[config.mk]
export PLATFORM = sky130hd
export DESIGN_NAME = mod_n_step_counter
export DESIGN_NICKNAME = d
export VERILOG_FILES = /design/src/rtl/mod_n_step_counter_pkg.sv /design/src/rtl/mod_n_step_counter_prescale_tick.sv /design/src/rtl/mod_n_step_counter.sv
export SDC_FILE = /design/constraint.sdc
export NUM_CORES = 1
export LEC_CHECK = 0
export CORE_AREA = 3 3 40 42
export CTS_BUF_LIST = sky130_fd_sc_hd__clkbuf_4
export CTS_CLUSTER_DIAMETER = 60
export DETAILED_ROUTE_END_ITERATION = 16
export DIE_AREA = 0 0 43 45
export PLACE_DENSITY = 0.53
export SYNTH_ARGS = -nofsm -noshare
export SYNTH_HDL_FRONTEND = slang
export SYNTH_HIERARCHICAL = 1
export SYNTH_SLANG_ARGS = --single-unit
[constraint.sdc]
create_clock -name clk -period 1.6 [get_ports clk]
set_input_delay 0.32 -clock clk [delete_from_list [all_inputs] [get_ports clk]]
set_output_delay 0.32 -clock clk [all_outputs]
set_load 0.005 [all_outputs]
[src/rtl/mod_n_step_counter_pkg.sv]
// Shared definitions for the modulo-N stepping counter and its prescaler.
package step_pkg;

    // Direction encoding for the up input.
    localparam logic DIR_UP = 1'b1;
    localparam logic DIR_DN = 1'b0;

    // End-of-range behaviour selected by the SATURATE parameter.
    localparam int MODE_WRAP = 0;
    localparam int MODE_SAT  = 1;

    // Bits needed to hold 0..value-1, never less than one bit.
    function automatic int clog2_min1(input int value);
        int w;
        w = 1;
        while ((1 << w) < value) w++;
        return w;
    endfunction

endpackage

[src/rtl/mod_n_step_counter_prescale_tick.sv]
// Prescaler: counts enabled cycles and emits a tick on the last one of
// every group of PRESCALE enabled cycles.
module prescale_tick
    import step_pkg::*;
#(
    parameter int PRESCALE = 1
) (
    input  logic clk,
    input  logic rst,
    input  logic en,
    input  logic clr,
    output logic tick
);

    localparam int PW = clog2_min1(PRESCALE);
    localparam logic [PW-1:0] PRE_MAX = PW'(PRESCALE - 1);

    if (PRESCALE < 1) begin : g_bad_prescale
        $error("prescale_tick: PRESCALE must be >= 1");
    end

    logic [PW-1:0] pre;

    // Prescale phase register: restarts on clr, advances only while enabled.
    always_ff @(posedge clk or negedge rst) begin
        // NOTE: state registers use non-blocking assignments so every flop
        // samples pre-edge values regardless of block ordering.
        if (!rst) begin
            pre <= '0;
        end else if (clr) begin
            pre <= '0;
        end else if (en) begin
            pre <= (pre == PRE_MAX) ? '0 : pre + 1'b1;
        end
    end

    assign tick = en & (pre == PRE_MAX);

endmodule

[src/rtl/mod_n_step_counter.sv]
// Modulo-MODULUS up/down counter advancing once per PRESCALE enabled
// cycles, with wrap or saturate at the range ends, synchronous clear/load,
// terminal-count flag and a registered wrap pulse.
module mod_n_step_counter
    import step_pkg::*;
#(
    parameter int WIDTH    = 2,
    parameter int MODULUS  = 4,
    parameter int PRESCALE = 1,
    parameter int SATURATE = MODE_WRAP
) (
    input  logic             clk,
    input  logic             rst,
    input  logic             en,
    input  logic             up,
    input  logic             clear,
    input  logic             load,
    input  logic [WIDTH-1:0] load_val,
    output logic [WIDTH-1:0] count,
    output logic             step,
    output logic             tc,
    output logic             wrap
);

    localparam logic [WIDTH-1:0] MAX_COUNT = WIDTH'(MODULUS - 1);

    if (MODULUS < 2 || MODULUS > (1 << WIDTH)) begin : g_bad_modulus
        $error("mod_n_step_counter: MODULUS must be in 2..2**WIDTH");
    end

    logic             tick;
    logic [WIDTH-1:0] next_count;
    logic             next_wrap;

    // Clear and load both restart the prescale phase.
    prescale_tick #(
        .PRESCALE(PRESCALE)
    ) u_prescale (
        .clk (clk),
        .rst (rst),
        .en  (en),
        .clr (clear | load),
        .tick(tick)
    );

    // A tick only becomes a step when neither clear nor load overrides it.
    assign step = tick & ~clear & ~load;

    assign tc = (up == DIR_UP) ? (count == MAX_COUNT) : (count == '0);

    // Next count and wrap flag, priority clear > load > step.
    always_comb begin
        // NOTE: defaults first so every path assigns both outputs and no
        // latch is inferred.
        next_count = count;
        next_wrap  = 1'b0;
        if (clear) begin
            next_count = '0;
        end else if (load) begin
            next_count = (load_val > MAX_COUNT) ? MAX_COUNT : load_val;
        end else if (step) begin
            if (up == DIR_UP) begin
                if (count != MAX_COUNT) begin
                    next_count = count + 1'b1;
                end else if (SATURATE != MODE_SAT) begin
                    next_count = '0;
                    next_wrap  = 1'b1;
                end
            end else begin
                if (count != '0) begin
                    next_count = count - 1'b1;
                end else if (SATURATE != MODE_SAT) begin
                    next_count = MAX_COUNT;
                    next_wrap  = 1'b1;
                end
            end
        end
    end

    // Count and wrap-pulse registers.
    always_ff @(posedge clk or negedge rst) begin
        if (!rst) begin
            count <= '0;
            wrap  <= 1'b0;
        end else begin
            count <= next_count;
            wrap  <= next_wrap;
        end
    end

endmodule

=== Word-level counts from Yosys, hierarchy flattened ===
Index checks and enable logic that the tools add are counted.

* Input port bits: 8
* Memories: 0
* Memory bits (read-only): 0
* RAM bits: 0
* Register bits: 4
* Latch bits: 0

* Div/mod/pow operators: 0
* Multipliers: 0
* Reductions and logical operators: 4
* Magnitude comparators: 1
* Multiplexer cells: 17
* Eq/ne operators: 2
* Bitwise operators: 7
* Shift-type cells: 0
* Add/subtract/negate cells: 3

{| class="wikitable"
|+ Operator list
! kind !! number
|-
| 2-to-1 mux 2 bit || 7
|-
| 2-to-1 mux 1 bit || 10
|-
| nonzero test 2 bit || 2
|-
| bitwise AND 1 bit || 3
|-
| inverter 1 bit || 3
|-
| nonzero test 3 bit || 1
|-
| adder 2 x 1 -> 2 bit, second input constant || 1
|-
| equality test 2 bit, second input constant || 1
|-
| greater-than comparator 2 bit, second input constant || 1
|-
| zero test 2 bit || 1
|-
| inequality test 2 bit, second input constant || 1
|-
| subtractor 2 x 1 -> 2 bit, second input constant || 1
|-
| adder 1 bit, second input constant || 1
|-
| OR 1 bit || 1
|}

=== Logic depth before layout (Yosys ltp) ===
* Depth after elaboration: 7
* Gate-level depth with buffers: 5
* Gate-level depth less buffers: 5

=== Hierarchy ===
Netlist, hierarchy kept.

{| class="wikitable"
|+ By module, submodules not included
! module !! cells an instance !! seq. area each (µm²) !! times used !! area an instance (µm²)
|-
| mod_n_step_counter || 22 || 75.1 || 1 || 212.7
|-
| prescale_tick || 1 || 0.0 || 1 || 7.5
|}

=== Least setup slack after synthesis ===
Ideal clock, no wire load.

* Path kind: flip-flop to flip-flop
* Start point: register count[0]
* End point: register count[1]
* Required time: 1.496 ns
* Data arrival time: 1.165 ns
* Setup time: 0.104 ns
* Buffers on the path: 0
* Cell stages (with the launch flop): 6
* Slack: 0.331 ns
* Cell sequence: dfrtp_1 > inv_1 > ha_1 > xnor2_1 > nand2_1 > a221oi_1

* Longest elaborated chain between the ends: 6
* Elaborated cells between the ends (all ways): 10
* Those cells by class: add/sub (2); eq/ne (1); mux (6); reduce/logical (1)

{| class="wikitable"
|+ RTL lines
! element !! line !! RTL
|-
| start, declared || mod_n_step_counter.sv:19 || <nowiki>output logic [WIDTH-1:0] count,</nowiki>
|-
| start signal, assigned || mod_n_step_counter.sv:86 || <nowiki>count <= next_count;</nowiki>
|-
| subtractor 2 x 1 -> 2 bit, or another cell as far along || mod_n_step_counter.sv:71 || <nowiki>next_count = count - 1'b1;</nowiki>
|-
| 2-to-1 mux 2 bit (on tied branches) || mod_n_step_counter.sv:70, mod_n_step_counter.sv:63 ||
|-
| 2-to-1 mux 2 bit * || mod_n_step_counter.sv:62 || <nowiki>if (up == DIR_UP) begin</nowiki>
|-
| 2-to-1 mux 2 bit * || mod_n_step_counter.sv:61 || <nowiki>end else if (step) begin</nowiki>
|-
| 2-to-1 mux 2 bit * || mod_n_step_counter.sv:59 || <nowiki>end else if (load) begin</nowiki>
|-
| 2-to-1 mux 2 bit * || mod_n_step_counter.sv:57 || <nowiki>if (clear) begin</nowiki>
|}

Mark *: on every way between the ends. The rest lies on a longest branch, timed or not. The select of a mux whose other input is x is not followed.
A chain may end at the register's enable or synchronous reset.

=== Final worst setup path ===
* Start point: register count[0]
* End point: output tc

* Longest elaborated chain between the ends: 2
* Elaborated cells between the ends (all ways): 3
* Those cells by class: eq/ne (1); mux (1); reduce/logical (1)

{| class="wikitable"
|+ RTL lines
! element !! line !! RTL
|-
| equality test 2 bit or zero test 2 bit (tied branches) || mod_n_step_counter.sv:49 || <nowiki>assign tc = (up == DIR_UP) ? (count == MAX_COUNT) : (count == '0);</nowiki>
|-
| 2-to-1 mux 1 bit * || mod_n_step_counter.sv:49 ||
|-
| end, declared || mod_n_step_counter.sv:21 || <nowiki>output logic tc,</nowiki>
|}

Mark *: on every way between the ends. The rest lies on a longest branch, timed or not.

==> reports/qor.yml <==
htree_levels: 1
r2r_slack_ns: 0.27
status: "complete, no violations"
endpoint: "tc"
avgViaCountPerCell: 3.823
power.internal_w: 0.0002574
synth_area_per_cell_um2: 9.574
routed_wl_um: 607
place_congestion: 0.7598
worstSkewPairLatency_ns: 0.23
num_antenna_cells: 0
cts-root-buf: "clkbuf_4"
cts_num_sinks: 3
clockBufferDepth: 2
die_area_mm2: 0.001935
crit_chain: "ha_2 > mux2_4 > buf_6"
worstSetupPathType: "reg -> out"
synth-seq-area-share_pct: 34.09
clkPwrFrac_pct: 44.0
hold_viol: 0
place_ws_ns: -0.3194
setup_ws_ns: 0.03753
slew_headroom_pct: 80.97
tightest_slew_ns: 0.2855
yosysUniqueCellTypes: 14
synth_top_area_share_pct: 34.09
io_buffer_count: 12
fin_skew_ns: 0.002127
wl_per_cell_um: 9.790
drc_errors: 0
p_per_area_mw_per_mm2: 724.0
end_kind: "output pin"
required_ns: 1.28
n_fill_cell: 131
ir_drop_mv: 0.1623
netlist_area_um2: 220.2
ys_warn_count: 6
maxSlewViolCount: 0
grt_setup_unrepaired: "false"
finalNetCount: 58
synth_common_cells: "inv_1 (5), dfrtp_1 (3), a21oi_1 (2), a221oi_1 (2), ha_1 (2)"
synth_enable_flop_cells: 0
power_switching_w: 0.00007773
maxCapViolCount: 0
start_kind: "flop"
synth_flop_cell: "dfrtp_1"
grtUsageTotal_pct: 7.256
r2r-start: "count[0]"
syn-num-nets: 33
grt_pass1_vias: 267
drive_gt1_share_pct: 46.81
yosys.area.top_type: "dfrtp_1"
num_io_pins: 13
grt_pass1_wl_um: 986
drtIter0Drc: 1
r2r-end: "count[1]"
period_share_pct: 97.65
max_freq_mhz: 640.0
place_hpwl_um: 489.7
drtAntennaViolNets: 0
cts_hold_buf: 0
die_x_um: 43
r2r_cells: 5
num_rows: 13
post-route-min-period_ns: 1.562
max_stage_delay_ns: 0.43
firstDrtPassIters: 2
tritoncts: "yes"
switching_share_pct: 23.19
grt_antenna_before_repair: 0
cp.arrival_ns: 1.24
async_flop_share_pct: 100.0
ys_ff_latch: 3
path_clk_slew_ns: 0.04
die_h_um: 45
grt_overflow_total: 0
syn_inst: 23
syn_to_final_growth_pct: 110.2
cp-startpoint: "count[0]"
critPathSlowestCell: "dfrtp_2"
synth_most_common_cell: "inv_1"
dr_total_vias: 237
share_seq_of_total_power_pct: 25.9
power_w: 0.0003352
setup_viol: 0
core_area_mm2: 0.001285
crit_path_max_fanout: 4
cts_buffers: 3
power_frac_comb_pct: 30.1
yosys-top-cells-area: "dfrtp_1 (34%), ha_1 (11%), inv_1 (8.5%)"
fin_tns_setup_ns: 0
leakage_nw: 0.2281
grt_max_degree: 5
initial_core_util_pct: 17.14
hold_class: "in -> async"
==> worst max-delay path, delay by kind of cell, from the launching register on <==
kind	cells	cell delay, ns
buffers and inverters	1	0.12
adders and majority gates	1	0.20
muxes	1	0.27
DFF	1	0.43
==> cell families after synthesis <==
logic type,count (synthesis),synth area share [%]
compound gates,6,18.18
xor+xnor,1,3.978
fa+ha+maj,2,11.36
buf+inv,6,11.93
flops,3,34.09
mux,1,6.816
simple gates,4,13.64
==> sequential cells by signal, indices dropped and copies added (netlist names) <==
signal,count
wrap,1
count,2
==> power by group through the flow <==
stage / clock (W) / sequential (W) / combinational [W]
2_1_floorplan: 0 / 0.0000869 / 0.0000350
3_3_place_gp: 0 / 0.0000861 / 0.0000940
3_5_place_dp: 0 / 0.0000867 / 0.0000943
4_1_cts: 0.000155 / 0.0000861 / 0.0000952
5_1_grt: 0.000157 / 0.0000874 / 0.000110
6_report: 0.000148 / 0.0000867 / 0.000101
==> per-layer routing <==
metal | vias to the layer above | wire (µm) | track usage (%)
met1 | 99 | 259 | 7.264
met5 | - | 0 | 0
li1 | 125 | - | -
met2 | 11 | 276 | 10.78
met3 | 2 | 66 | 3.586
met4 | 0 | 4 | 7.229
==> area by class of cell <==
type                       count  area [µm²]  share of cell area (%)
multi-input combinational     14       133.9                   28.92
inverter                       5       18.77                   4.054
clock buffer                   4       30.03                   6.486
tap                           15       18.77                   4.054
sequential                     3       76.32                   16.49
timing repair buffer          21       185.2                   40.00
==> worst min-delay path by stage <==
stage / startpoint / to / slack (ns)
2_1_floorplan: rst / count[0] / 0.02
3_3_place_gp: rst / count[0] / 0.52
3_5_place_dp: rst / count[0] / 0.52
4_1_cts: rst / count[0] / 0.27
5_1_grt: rst / count[1] / 0.29
6_report: rst / count[1] / 0.27
==> stage by stage <==
stage          hold slack [ns]  area, µm²  cells  utilization, %
3_5_place_dp            0.5173      411.6     57           32.04
5_1_grt                 0.2851      462.9     62           36.03
2_1_floorplan          0.02441      220.2     23               -
3_3_place_gp            0.5203      411.6     57           32.04
4_1_cts                 0.2710      442.9     61           34.47
6_report                0.2733      462.9     62           36.03
==> placed cells by master, fill, tap and decap left out <==
cell / netlist / layout
nor2_4: 1 / 1
ha_4: 0 / 1
xnor2_1: 1 / 1
ha_2: 0 / 1
dfrtp_1: 3 / 2
buf_2: 0 / 1
buf_6: 0 / 1
buf_4: 1 / 9
clkdlybuf4s50_1: 0 / 8
dfrtp_2: 0 / 1
a221oi_1: 2 / 2
dlymetal6s2s_1: 0 / 1
and2_1: 1 / 1
inv_2: 0 / 1
mux2_4: 1 / 1
o211ai_1: 1 / 1
nand2_1: 1 / 1
clkbuf_4: 0 / 4
o21ai_1: 1 / 1
dlygate4sd2_1: 0 / 1
a21oi_1: 2 / 2
or2_4: 1 / 1
inv_1: 5 / 4
==> repair_timing <==
item,4_1_cts,5_1_grt
setup endpoints to repair,2,1
endpoints found under the hold margin,0,0
buffers inserted,0,1
resized for setup,12,4
Note: power is estimated with default switching activity, not from simulation.
